`src/rtl/param_cpu_core.sv`:
```
// rtl/param_cpu_core.sv - parametrised multi-cycle accumulator/register CPU core
module param_cpu_core #(
  parameter int  DATA_W   = 8,
  parameter int  NUM_REGS = 4,
  parameter int  ADDR_W   = 8,
  localparam int RS_W     = $clog2(NUM_REGS),
  localparam int INSTR_W  = 4 + 2 * RS_W
) (
  input  logic               one_shot_clock,
  input  logic               reset,
  input  logic               run,
  input  logic               step,
  output logic [ADDR_W-1:0]  instr_addr,
  input  logic [INSTR_W-1:0] instr_data,
  input  logic [DATA_W-1:0]  in_a,
  input  logic [DATA_W-1:0]  in_b,
  output logic [DATA_W-1:0]  out_data,
  output logic               out_valid,
  output logic [INSTR_W-1:0] ir,
  output logic               carry,
  output logic               zero,
  output logic               halted,
  output logic               phase,
  input  logic [RS_W-1:0]    dbg_sel,
  output logic [DATA_W-1:0]  dbg_data
);

  typedef enum logic [1:0] {
    ST_FETCH = 2'd0,
    ST_EXEC  = 2'd1,
    ST_HALT  = 2'd2
  } state_t;

  localparam logic [3:0] OP_ADD  = 4'h0;
  localparam logic [3:0] OP_SUB  = 4'h1;
  localparam logic [3:0] OP_MUL  = 4'h2;
  localparam logic [3:0] OP_DIV  = 4'h3;
  localparam logic [3:0] OP_SHL  = 4'h4;
  localparam logic [3:0] OP_SHR  = 4'h5;
  localparam logic [3:0] OP_AND  = 4'h6;
  localparam logic [3:0] OP_OR   = 4'h7;
  localparam logic [3:0] OP_MOV  = 4'h8;
  localparam logic [3:0] OP_LDA  = 4'h9;
  localparam logic [3:0] OP_LDB  = 4'hA;
  localparam logic [3:0] OP_OUT  = 4'hB;
  localparam logic [3:0] OP_JNZ  = 4'hC;
  localparam logic [3:0] OP_JMP  = 4'hD;
  localparam logic [3:0] OP_NOP  = 4'hE;
  localparam logic [3:0] OP_HALT = 4'hF;

  state_t              state;
  state_t              state_next;
  logic [ADDR_W-1:0]   pc;
  logic [DATA_W-1:0]   regs [NUM_REGS];

  logic                adv;
  logic [3:0]          opcode;
  logic [RS_W-1:0]     rd;
  logic [RS_W-1:0]     rs;
  logic [DATA_W-1:0]   r_val;
  logic [DATA_W-1:0]   s_val;
  logic [2*DATA_W-1:0] product;
  logic [ADDR_W-1:0]   jump_target;

  logic [DATA_W-1:0]   result;
  logic                carry_new;
  logic                wr_en;
  logic                upd_zero;
  logic                upd_carry;
  logic                do_out;
  logic                do_jump;
  logic                is_halt;

  assign adv         = run | step;
  assign opcode      = ir[INSTR_W-1 -: 4];
  assign rd          = ir[2*RS_W-1 -: RS_W];
  assign rs          = ir[RS_W-1:0];
  assign r_val       = regs[rd];
  assign s_val       = regs[rs];
  assign product     = {{DATA_W{1'b0}}, r_val} * {{DATA_W{1'b0}}, s_val};
  // Size cast truncates a wide operand or zero-extends a narrow one.
  assign jump_target = ADDR_W'(s_val);

  assign instr_addr  = pc;
  assign phase       = (state != ST_FETCH);
  assign halted      = (state == ST_HALT);
  assign dbg_data    = regs[dbg_sel];

  // Decode the held instruction and compute its result, flags and side effects.
  always_comb begin
    result    = r_val;
    carry_new = carry;
    wr_en     = (opcode <= OP_LDB);
    upd_zero  = (opcode <= OP_LDB);
    upd_carry = (opcode <= OP_OR);
    do_out    = 1'b0;
    do_jump   = 1'b0;
    is_halt   = 1'b0;
    case (opcode)
      OP_ADD:  {carry_new, result} = {1'b0, r_val} + {1'b0, s_val};
      OP_SUB:  {carry_new, result} = {1'b0, r_val} - {1'b0, s_val};
      OP_MUL: begin
        result    = product[DATA_W-1:0];
        carry_new = |product[2*DATA_W-1:DATA_W];
      end
      OP_DIV: begin
        if (s_val == '0) begin
          result    = '1;
          carry_new = 1'b1;
        end else begin
          result    = r_val / s_val;
          carry_new = 1'b0;
        end
      end
      OP_SHL: begin
        result    = {r_val[DATA_W-2:0], 1'b0};
        carry_new = r_val[DATA_W-1];
      end
      OP_SHR: begin
        result    = {1'b0, r_val[DATA_W-1:1]};
        carry_new = r_val[0];
      end
      OP_AND: begin
        result    = r_val & s_val;
        carry_new = 1'b0;
      end
      OP_OR: begin
        result    = r_val | s_val;
        carry_new = 1'b0;
      end
      OP_MOV:  result  = s_val;
      OP_LDA:  result  = in_a;
      OP_LDB:  result  = in_b;
      OP_OUT:  do_out  = 1'b1;
      OP_JNZ:  do_jump = (r_val != '0);
      OP_JMP:  do_jump = 1'b1;
      OP_NOP:  do_jump = 1'b0;
      OP_HALT: is_halt = 1'b1;
      default: result  = r_val;
    endcase
  end

  // Phase state register; reset overrides HALT and any partial instruction.
  always_ff @(posedge one_shot_clock) begin
    if (reset) begin
      state <= ST_FETCH;
    end else begin
      state <= state_next;
    end
  end

  // Next phase: alternate FETCH/EXECUTE on advancing edges, park in HALT.
  always_comb begin
    state_next = state;
    case (state)
      ST_FETCH: if (adv) state_next = ST_EXEC;
      ST_EXEC:  if (adv) state_next = is_halt ? ST_HALT : ST_FETCH;
      ST_HALT:  state_next = ST_HALT;
      default:  state_next = ST_FETCH;
    endcase
  end

  // Architectural state: fetch latches ir and bumps pc, execute commits results.
  always_ff @(posedge one_shot_clock) begin
    if (reset) begin
      pc        <= '0;
      ir        <= '0;
      out_data  <= '0;
      out_valid <= 1'b0;
      carry     <= 1'b0;
      zero      <= 1'b0;
      for (int i = 0; i < NUM_REGS; i++) begin
        regs[i] <= '0;
      end
    end else begin
      out_valid <= 1'b0;
      if (adv && state == ST_FETCH) begin
        ir <= instr_data;
        pc <= pc + ADDR_W'(1);
      end else if (adv && state == ST_EXEC) begin
        if (wr_en) begin
          regs[rd] <= result;
        end
        if (upd_zero) begin
          zero <= (result == '0);
        end
        if (upd_carry) begin
          carry <= carry_new;
        end
        if (do_out) begin
          out_data  <= r_val;
          out_valid <= 1'b1;
        end
        if (do_jump) begin
          pc <= jump_target;
        end
      end
    end
  end

endmodule

```
`config.mk`:
```
export PLATFORM = sky130hd
export DESIGN_NAME = param_cpu_core
export DESIGN_NICKNAME = d
export VERILOG_FILES = /design/src/rtl/param_cpu_core.sv
export SDC_FILE = /design/constraint.sdc
export NUM_CORES = 1
export LEC_CHECK = 0
export ABC_AREA = 1
export BUFFER_PORTS_ARGS = -buffer_cell sky130_fd_sc_hd__buf_2
export CAP_MARGIN = 40
export CORE_MARGIN = 2
export CORE_UTILIZATION = 55
export CTS_CLUSTER_DIAMETER = 40
export DETAILED_ROUTE_END_ITERATION = 16
export PLACE_DENSITY = 0.8
export SLEW_MARGIN = 20
export SYNTH_ARGS = -nofsm -noshare
export SYNTH_HDL_FRONTEND = slang
export SYNTH_SLANG_ARGS = --single-unit
```
`constraint.sdc`:
```
create_clock -name one_shot_clock -period 9.95 [get_ports one_shot_clock]
set_input_delay 1.99 -clock one_shot_clock [delete_from_list [all_inputs] [get_ports one_shot_clock]]
set_output_delay 1.99 -clock one_shot_clock [all_outputs]
set_load 0.1 [all_outputs]
```
==> qor.txt <==
STA
--------------------------------------------------------------------------------------------------
Final count of pins violating max slew                                                           0
Worst slew pin tran                                                                      0.8272 ns
Clock Skews                                                                            0.007230 ns
Worst max-slew margin expressed relative to the limit                                       0.4427
Final setup margin                                                                     -0.08948 ns
Fin crit period                                                                           10.04 ns
Post-Route Hold Slack                                                                    0.4565 ns
Ratio of final minimum period to clock period                                                1.009
Number of failing hold endpoints at the final stage                                              0
Number of setup violations in the final report                                                   5
RSZ-0062 raised after global routing                                                           yes
Fmax achieved                                                                          0.09961 GHz

GRT
--------------------------------------------------------------------------------------------------
Global-route wire length before repair                                                    41710 um
Tot GR Track Use                                                                            0.3226
Total congestion overflow                                                                        0
Via count of the first global-routing pass                                                    8381
Initial antenna violation count                                                                  0
Pin count of the biggest net entering global routing                                            23

ROUTING
--------------------------------------------------------------------------------------------------
Final wirelength                                                                          28410 um
Detailed route wirelength on metal3                                                        2774 um
Via count of the routed design                                                                9158
TritonRoute pass-1 iters                                                                         6
Met1 wire length                                                                          10430 um
Post-DR wirelength/cell                                                                   18.68 um
Antenna-violating nets left                                                                      0
Wire length on met2                                                                       13510 um
Count of unresolved DRC violations after routing                                                 0
Uppermost routed layer                                                                        met4
Average via count per standard cell                                                          6.021
Iter 0 DRT Violations                                                                         1082

SYNTHESIS
--------------------------------------------------------------------------------------------------
Warnings from Yosys                                                                              0
Distinct cells, synth                                                                           57
Sequential share of the synthesized area                                                    0.1923
Synthesized cell area                                                                    8433 um^2
Count of flip-flops with a built-in enable after synthesis                                      32
Post-Syn Instances                                                                            1207
Post-Syn Nets                                                                                 1375
Synthesized flop and latch total                                                                65
Flip-flop cell with the highest count after synthesis                                      dfxtp_1
Post-synthesis average cell area                                                        6.987 um^2
Share of synthesized flip-flops with an asynchronous set or reset                                0

POWER
--------------------------------------------------------------------------------------------------
Total power density per cell area                                                     233.5 nW/um^2
Leakage                                                                                0.005066 uW
Max IR drop VDD                                                                          0.2481 mV

PLACE
--------------------------------------------------------------------------------------------------
Global placement routability congestion                                                     0.9970
Port bufs                                                                                       66
Dpl cell area                                                                            9072 um^2
HPWL reported at the end of detailed placement                                            19530 um
Pre-CTS worst setup slack                                                               -0.4876 ns

FINISH
--------------------------------------------------------------------------------------------------
Fill cell count                                                                               1207
Final Cell Area                                                                         10090 um^2
Most common cell after layout, fill and taps aside                                         nand2_1
Fraction of layout cells with a size suffix above 1                                         0.2401
Most used cells in the layout excluding fill and tap cells                            nand2_1 (230), nor2_1 (162), inv_1 (146), ha_1 (89), nand3_1 (70)
Synth-to-layout area growth                                                                 19.66%
Number of nets in the finished design                                                         1496
Utilization after layout                                                                    0.6687
Number of antenna diodes                                                                         0

CLOCKING
--------------------------------------------------------------------------------------------------
Clock transition time at the flip-flop clock pins of the worst setup and hold paths        0.06 ns
Clock tree from TritonCTS                                                                     done
Root Buffer Master                                                                       clkbuf_16
CTS Buf Count                                                                                    9
Total clock sinks                                                                               65
Deepest clock path buffer count                                                                  2
Number of H-tree levels                                                                          3
Number of hold-repair buffers added at the cts stage                                             0
Worst skew pair latency                                                                    0.34 ns

DIE
--------------------------------------------------------------------------------------------------
Io pins                                                                                         67
Core outline area                                                                       15090 um^2
Die Footprint                                                                           16340 um^2
Die width                                                                                 127.8 um
Initial Utilization                                                                         0.5589
Core Rows                                                                                       45
DIE HEIGHT                                                                                127.8 um

WORST SETUP PATH
--------------------------------------------------------------------------------------------------
R2r endpoint                                                                          regs[3][0]$_DFFE_PP_
Data arrival at the endpoint of the critical path                                         10.11 ns
Maximum single-stage delay on the critical path                                            0.43 ns
Req. time, crit path                                                                      10.02 ns
Launching point of the worst reg2reg path                                             regs[2][7]$_SDFFCE_PN0P_
Category of the critical setup timing path                                            flip-flop to flip-flop
Minimum setup slack among reg-to-reg paths                                                -0.09 ns
Crit. End Element                                                                        flip-flop
Critical path's slowest cell                                                              edfxtp_1
Worst Reg-to-Reg Cells                                                                          78
Top cell by count, worst path                                                              nand2_2
Maximum fanout encountered on the critical timing path                                           6
Kind of start point of the critical path                                                 flip-flop

OUTCOME
--------------------------------------------------------------------------------------------------
Run status                                                                            finished with violations
Failing checks                                                                        setup timing

HOLD PATH
--------------------------------------------------------------------------------------------------
Startpoint of the worst hold path                                                     zero$_SDFFE_PP0P_
Sink of the worst hold path                                                           zero$_SDFFE_PP0P_
Hold crit path type                                                                   flip-flop to flip-flop
Number of cells on the worst hold path                                                           2

RUN
--------------------------------------------------------------------------------------------------
Reported max-cap violation count                                                                 0

==> through the flow <==
stage               TNS [ns]  std cells  total power [uW]
floorplan                  0       1207              1410
global placement           0       1467              1684
detailed placement    -2.323       1467              1722
CTS                        0       1489              2072
global route          -2.833       1521              2539
finish               -0.3454       1521              2356
==> worst max-delay path, delay by kind of cell, from the launching register on <==
| family | cells | cell delay (ns) |
|---|---|---|
| compound gates | 13 | 1.79 |
| buf+inv | 11 | 1.00 |
| fa+ha+maj | 7 | 2.07 |
| flops | 1 | 0.43 |
| simple gates | 47 | 4.43 |
==> what timing repair did <==
action / in CTS / in global routing
gates resized for setup: 11 / 93
setup buffers: 6 / 30
setup endpoints to repair: 5 / 9
cloned: 0 / 2
pin swaps: 6 / 78
==> how the worst max path moves through the flow <==
stage	to	slack (ns)	startpoint	cells past startpoint
detailed placement	regs[3][0]$_DFFE_PP_	-0.49	flip-flop	83
floorplan	regs[1][0]$_SDFFCE_PN0P_	0.26	flip-flop	83
CTS	regs[1][0]$_SDFFCE_PN0P_	0.06	flip-flop	77
global route	regs[3][0]$_DFFE_PP_	-0.59	regs[2][7]$_SDFFCE_PN0P_	80
finish	regs[3][0]$_DFFE_PP_	-0.09	regs[2][7]$_SDFFCE_PN0P_	78
global placement	regs[3][0]$_DFFE_PP_	0.03	flip-flop	83
==> per-layer routing <==
metal,vias up,GRT usage
li1,4185,-
met1,4230,0.4047
met2,589,0.5511
met3,154,0.04257
met4,0,0.1526
met5,-,0
==> kinds of logic (layout without fill, tap and decap cells) <==
family / after synthesis / after routing / share of synthesized area
AOI/OAI and AO/OA: 193 / 193 / 0.1356
xor gates and xnor gates: 23 / 23 / 0.02389
adders and majority gates: 138 / 138 / 0.2386
buffers and inverters: 199 / 324 / 0.09941
DFF: 65 / 65 / 0.1923
and+or+nand+nor: 589 / 590 / 0.3102
==> Yosys cell counts, drive strengths merged, types with 2 or more instances <==
master   number  area share
nor3         13      0.0095
inv         169       0.077
xnor2        11       0.011
or2          11      0.0082
clkinv        2      0.0012
a31oi         5      0.0037
o22ai        13      0.0096
nor2        172       0.080
nand3b        3      0.0027
nand3        86       0.057
o21ai        80       0.054
and3          2      0.0015
nand2       286        0.14
a21o          4      0.0036
a221oi        4      0.0042
nand4         9      0.0085
buf          20       0.018
a211oi        2      0.0018
fa           38       0.090
edfxtp       32        0.11
o21bai        4      0.0036
a21oi        64       0.038
and2          4      0.0030
xor2         12       0.012
ha          100        0.15
dfxtp        33       0.078
a32oi         2      0.0021
clkbuf        8      0.0036
o2111ai       2      0.0021
o211ai        6      0.0059
==> flip-flops by register name, indices dropped and copies added (netlist names), named ones only <==
signal      flops
regs           32
out_valid       1
zero            1
instr_addr      8
state           2
out_data        8
ir              8
carry           1
==> area by class of cell <==
class | instances | area [um^2] | share of cell area
Clock buffer | 9 | 225.2 | 0.02232
Clock inverter | 7 | 70.07 | 0.006944
Inverter | 171 | 661.9 | 0.06559
Multi-Input combinational cell | 944 | 6399 | 0.6341
Sequential cell | 65 | 1629 | 0.1614
Tap cell | 188 | 235.2 | 0.02331
Timing Repair Buffer | 136 | 863.3 | 0.08556
Timing Repair inverter | 1 | 7.507 | 0.0007440
==> report_power, final <==
group	switching (uW)	internal, uW
logic	1060	666
clock network	125	194
registers	15.7	296
Note: power is estimated with default switching activity, not from simulation.
